--- src/rtl/cpu_pkg.sv ---
// cpu_pkg: shared CPU types and constants used by the fetch stage.
package cpu_pkg;
    localparam int CPU_XLEN = 32;
    localparam int INSTR_BYTES = 4;
    typedef logic [CPU_XLEN-1:0] word_t;
    localparam word_t CPU_RESET_PC = 32'h0000_0000;
    typedef enum logic [2:0] {BOOT, FETCH, DRAIN, HOLD, FAULT} fetch_state_t;
endpackage

--- src/rtl/fetch_unit.sv ---
// fetch_unit: owns the PC, fetches over a req/ack port and hands one instruction at a time to decode.
module fetch_unit
    import cpu_pkg::*;
#(
    parameter int XLEN = CPU_XLEN,
    parameter logic [XLEN-1:0] RESET_PC = XLEN'(CPU_RESET_PC)
) (
    input  logic            clk,
    input  logic            rst,
    input  logic            stall,
    input  logic            redirect,
    input  logic [XLEN-1:0] redirect_pc,
    output logic            imem_req,
    output logic [XLEN-1:0] imem_addr,
    input  logic            imem_ack,
    input  logic [XLEN-1:0] imem_rdata,
    output logic [XLEN-1:0] instr,
    output logic [XLEN-1:0] instr_pc,
    output logic [XLEN-1:0] pc_plus4,
    output logic            instr_valid,
    output logic            fetch_fault
);
    fetch_state_t r_state, w_nxt_state;
    logic [XLEN-1:0] r_pc, r_pending, r_instr, r_instr_pc;
    logic [XLEN-1:0] w_nxt_pc, w_nxt_pending, w_nxt_instr, w_nxt_instr_pc, w_tgt;
    logic r_valid, r_fault, w_nxt_valid, w_nxt_fault, w_apply;

    always_ff @(posedge clk or posedge rst) begin
        if (rst) begin
            r_state    <= BOOT;
            r_pc       <= RESET_PC;
            r_pending  <= '0;
            r_instr    <= '0;
            r_instr_pc <= RESET_PC;
            r_valid    <= 1'b0;
            r_fault    <= 1'b0;
        end else begin
            r_state    <= w_nxt_state;
            r_pc       <= w_nxt_pc;
            r_pending  <= w_nxt_pending;
            r_instr    <= w_nxt_instr;
            r_instr_pc <= w_nxt_instr_pc;
            r_valid    <= w_nxt_valid;
            r_fault    <= w_nxt_fault;
        end
    end

    // Every redirect target funnels through w_apply so alignment is checked in one place.
    always_comb begin
        w_nxt_state    = r_state;
        w_nxt_pc       = r_pc;
        w_nxt_pending  = r_pending;
        w_nxt_instr    = r_instr;
        w_nxt_instr_pc = r_instr_pc;
        w_nxt_valid    = r_valid;
        w_nxt_fault    = r_fault;
        w_apply        = 1'b0;
        w_tgt          = redirect_pc;
        case (r_state)
            BOOT: begin
                w_nxt_state = FETCH;
                w_apply     = redirect;
            end
            FETCH: begin
                if (redirect && imem_ack) begin
                    w_apply = 1'b1;
                end else if (redirect) begin
                    w_nxt_pending = redirect_pc;
                    w_nxt_state   = DRAIN;
                end else if (imem_ack) begin
                    w_nxt_instr    = imem_rdata;
                    w_nxt_instr_pc = r_pc;
                    w_nxt_valid    = 1'b1;
                    w_nxt_state    = HOLD;
                end
            end
            DRAIN: begin
                if (imem_ack) begin
                    w_apply = 1'b1;
                    w_tgt   = redirect ? redirect_pc : r_pending;
                end else if (redirect) begin
                    w_nxt_pending = redirect_pc;
                end
            end
            HOLD: begin
                if (redirect) begin
                    w_apply = 1'b1;
                end else if (!stall) begin
                    w_nxt_pc    = r_pc + XLEN'(INSTR_BYTES);
                    w_nxt_valid = 1'b0;
                    w_nxt_state = FETCH;
                end
            end
            FAULT: w_apply = redirect;
            default: w_nxt_state = BOOT;
        endcase
        if (w_apply) begin
            w_nxt_pc    = w_tgt;
            w_nxt_valid = 1'b0;
            w_nxt_fault = |w_tgt[1:0];
            w_nxt_state = |w_tgt[1:0] ? FAULT : FETCH;
        end
    end

    assign imem_req    = (r_state == FETCH) || (r_state == DRAIN);
    assign imem_addr   = r_pc;
    assign instr       = r_instr;
    assign instr_pc    = r_instr_pc;
    assign pc_plus4    = r_instr_pc + XLEN'(INSTR_BYTES);
    assign instr_valid = r_valid;
    assign fetch_fault = r_fault;
endmodule

--- config.mk ---
export PLATFORM = sky130hd
export DESIGN_NAME = fetch_unit
export DESIGN_NICKNAME = d
export VERILOG_FILES = /design/src/rtl/cpu_pkg.sv /design/src/rtl/fetch_unit.sv
export SDC_FILE = /design/constraint.sdc
export NUM_CORES = 1
export LEC_CHECK = 0
export CORE_UTILIZATION = 44
export CTS_CLUSTER_SIZE = 8
export DETAILED_ROUTE_END_ITERATION = 6
export PLACE_DENSITY = 0.84
export SYNTH_ARGS = -nofsm -noshare
export SYNTH_HDL_FRONTEND = slang
export SYNTH_SLANG_ARGS = --single-unit
--- constraint.sdc ---
create_clock -name clk -period 6.3 [get_ports clk]
set_input_delay 1.26 -clock clk [delete_from_list [all_inputs] [get_ports clk]]
set_output_delay 1.26 -clock clk [all_outputs]
set_load 0.02 [all_outputs]
==> impl_results.md <==
- Status: completed
- Worst-Skew Late Latency: 0.42 ns
- Post CTS Setup Buffer Count: 0
- Max Slew Vio Count: 0
- Post-route cell area: 9560 um^2
- Final Net Count: 852
- Fillers: 1,138
- Leak: 3.97 nW
- Final WL: 16.7 mm
- Max clock buf depth: 2
- Setup violations, final: 0
- Clock Pin Slew Worst Setup and Hold Paths: 0.05 ns
- Min-delay src: instr_valid
- CTS H-tree depth: 4
- Ports: 200
- WHS Path Cells: 2
- Cells after Synth: 597
- Antenna diodes: 0
- Worst Path Max Fanout: 9
- Slew margin rel.: 33.4%
- Post-synthesis cell type count: 60
- Setup TNS: 0 ns
- Launch point of the worst path: instr_pc[9]
- Pwr dens: 562 nW/um^2
- Detailed Routing Iterations Pass 1: 5
- Area after DPL: 8920 um^2
- Root Driver: clkbuf_16
- Reg2reg start: r_state[0]
- Routed len/inst: 17.0 um
- Starting Density: 45.1%
- Vias in the first global route: 5,352
- Drc violations: 0
- Fmax: 0.246 GHz
- Min Tclk post-route: 4.07 ns
- R2R depth: 5
- RePlAce Congestion: 0.836
- Clock sink count: 133
- Max-cap violation count: 0
- RSZ-0062 raised after global routing: no
- Area Growth Syn to Fin: 40.0%
- Setup slack after layout: 2.23 ns
- Non-Filler Instances: 981
- Area of the mapped netlist: 6820 um^2
- Antenna violations before repair: 0
- First-pass GRT wire length: 27.1 mm
- Clock buffer count from CTS: 17
- Placed insts: 950
- Most frequent cells in the layout: 199 x clkdlybuf4s50_1, 133 x dfrtp_1, 109 x mux2_2, 40 x a21oi_1, 34 x nand2_1
- Post-cts resize count: 0
- Synth top area share: 48.8%
- CP Launch Type: register
- Synth area leaders: dfrtp_1 49%, mux2_2 18%, a21oi_1 2.9%
- Fin crit share: 64.6%
- CTS tree: done
- R2R setup slack: 3.63 ns
- Post-synth EDFFs: 0
- VDD IR-drop max: 0.000293 V
- Leading cell type in the layout, fill and taps excluded: clkdlybuf4s50_1
- FF+latch count, synth: 133
- Total grt overflow: 0
- Die W: 127 um
- Vias post-DR: 5,499
- Share of cells above drive strength 1: 20.6%
- Setup clock skew after layout: 0.00502 ns
- Detail Placement HPWL: 11.8 mm
- Type of the most critical hold path: reg -> reg
- IO Port Bufs: 199
- Core Area: 15,100 um^2
- DRT antenna net count: 0
- Synth warn: 0
- Worst-margin pin slew: 1.00 ns
- Synth area leader: dfrtp_1
- Final Hold Fails: 0
- Final total power: 5.37 mW
- Pin count of the biggest net entering global routing: 93
- Die H: 127 um
- Drt via density: 5.61
- Die Footprint: 16,000 um^2
- FFs w/ async S/R, synth: 100%
- Syn Area/Cell: 11.4 um^2
- GRT Overall Usage: 21.6%
- Post-Syn Nets: 668
- Worst Path Arrival: 2.81 ns
- Worst setup EP type: primary output
- WP data required: 5.04 ns
- Cts hold-fix bufs: 0
- Site row count: 45
- Dpl ws: 2.34 ns
- Register area share after synthesis: 48.8%
- WS Path Type: reg -> out
- Iter 0 DRT Violations: 281
- Ys flop type: dfrtp_1
cell type report:
class                      count  area, um^2  share of cell area, %
tap                          188         235                   2.46
multi-input combinational    418        3290                   34.5
inverter                       6        27.5                  0.288
sequential                   133        3330                   34.8
timing repair buffer         205        2040                   21.3
clock buffer                  23         488                   5.11
clock inverter                 8         146                   1.53
cells in the mapped netlist, types with 2 or more instances:
master,n
mux2_1,4
nand3_1,19
a41o_1,3
mux2i_1,16
clkbuf_1,8
nor4b_1,2
nand4_1,13
dfrtp_1,133
and3_1,13
inv_1,6
a211o_1,2
o22ai_1,13
buf_4,4
a22o_1,4
and2_1,2
nor4_4,2
a21oi_1,40
xnor2_1,20
o22a_1,4
nand3_2,2
a31o_2,4
nor3_1,8
nand2_1,34
nand3b_1,5
and4_1,4
o21ai_1,8
nor2_1,24
mux2_2,109
buf_2,27
o21ai_0,21
xor2_1,10
a21o_1,3
nand2b_1,2
ha_1,2
sequential cells by signal, indices dropped and copies added (netlist names):
name         flops
imem_addr       32
instr           32
instr_pc        32
r_pending       32
r_state          3
fetch_fault      1
instr_valid      1
power breakdown:
part / switching [mW] / internal (mW) / leakage (nW)
clock: 0.352 / 0.701 / 0.309
sequential: 0.471 / 1.28 / 1.58
combinational: 1.26 / 1.31 / 2.07
stage by stage:
stage               util [%]  hold slack (ns)
floorplan                  -            0.454
global placement        58.9            0.461
detailed placement      58.9            0.471
CTS                     63.1            0.485
global route            63.1            0.502
finish                  63.1            0.477
final timing paths:
kind / endpoint
max in group asynchronous: imem_addr[28]
setup / recovery: pc_plus4[28]
min in group asynchronous: instr[10]
setup reg to reg: imem_addr[24]
hold reg to reg: instr_valid
hold / removal: instr_valid
logic make-up (layout without fill, tap and decap cells):
logic type      count (synthesis)  in the layout  synth area share, %
simple gates                  139            139                 11.8
flops                         133            133                 48.8
fa+ha+maj                       2              2                0.367
mux                           129            129                 21.0
xor+xnor                       30             30                 3.85
buf+inv                        46            242                 3.26
compound gates                118            118                 11.0
worst max-delay path, cell delays in order (launching register included):
cell and delay (ns):
dfrtp_1 0.44, and4_1 0.39, nand4_1 0.15, or3_1 0.47, nor2_1 0.17, xor2_1 0.15
clkdlybuf4s50_1 0.62
layer usage:
metal / global-route usage [%] / up-vias / share of wire (%)
met5: 0 / - / 0
met4: 7.94 / 0 / 2.1
met3: 6.07 / 26 / 6.6
met2: 34.4 / 204 / 47
met1: 28.1 / 2690 / 44
li1: - / 2579 / -
Note: power is estimated with default switching activity, not from simulation.
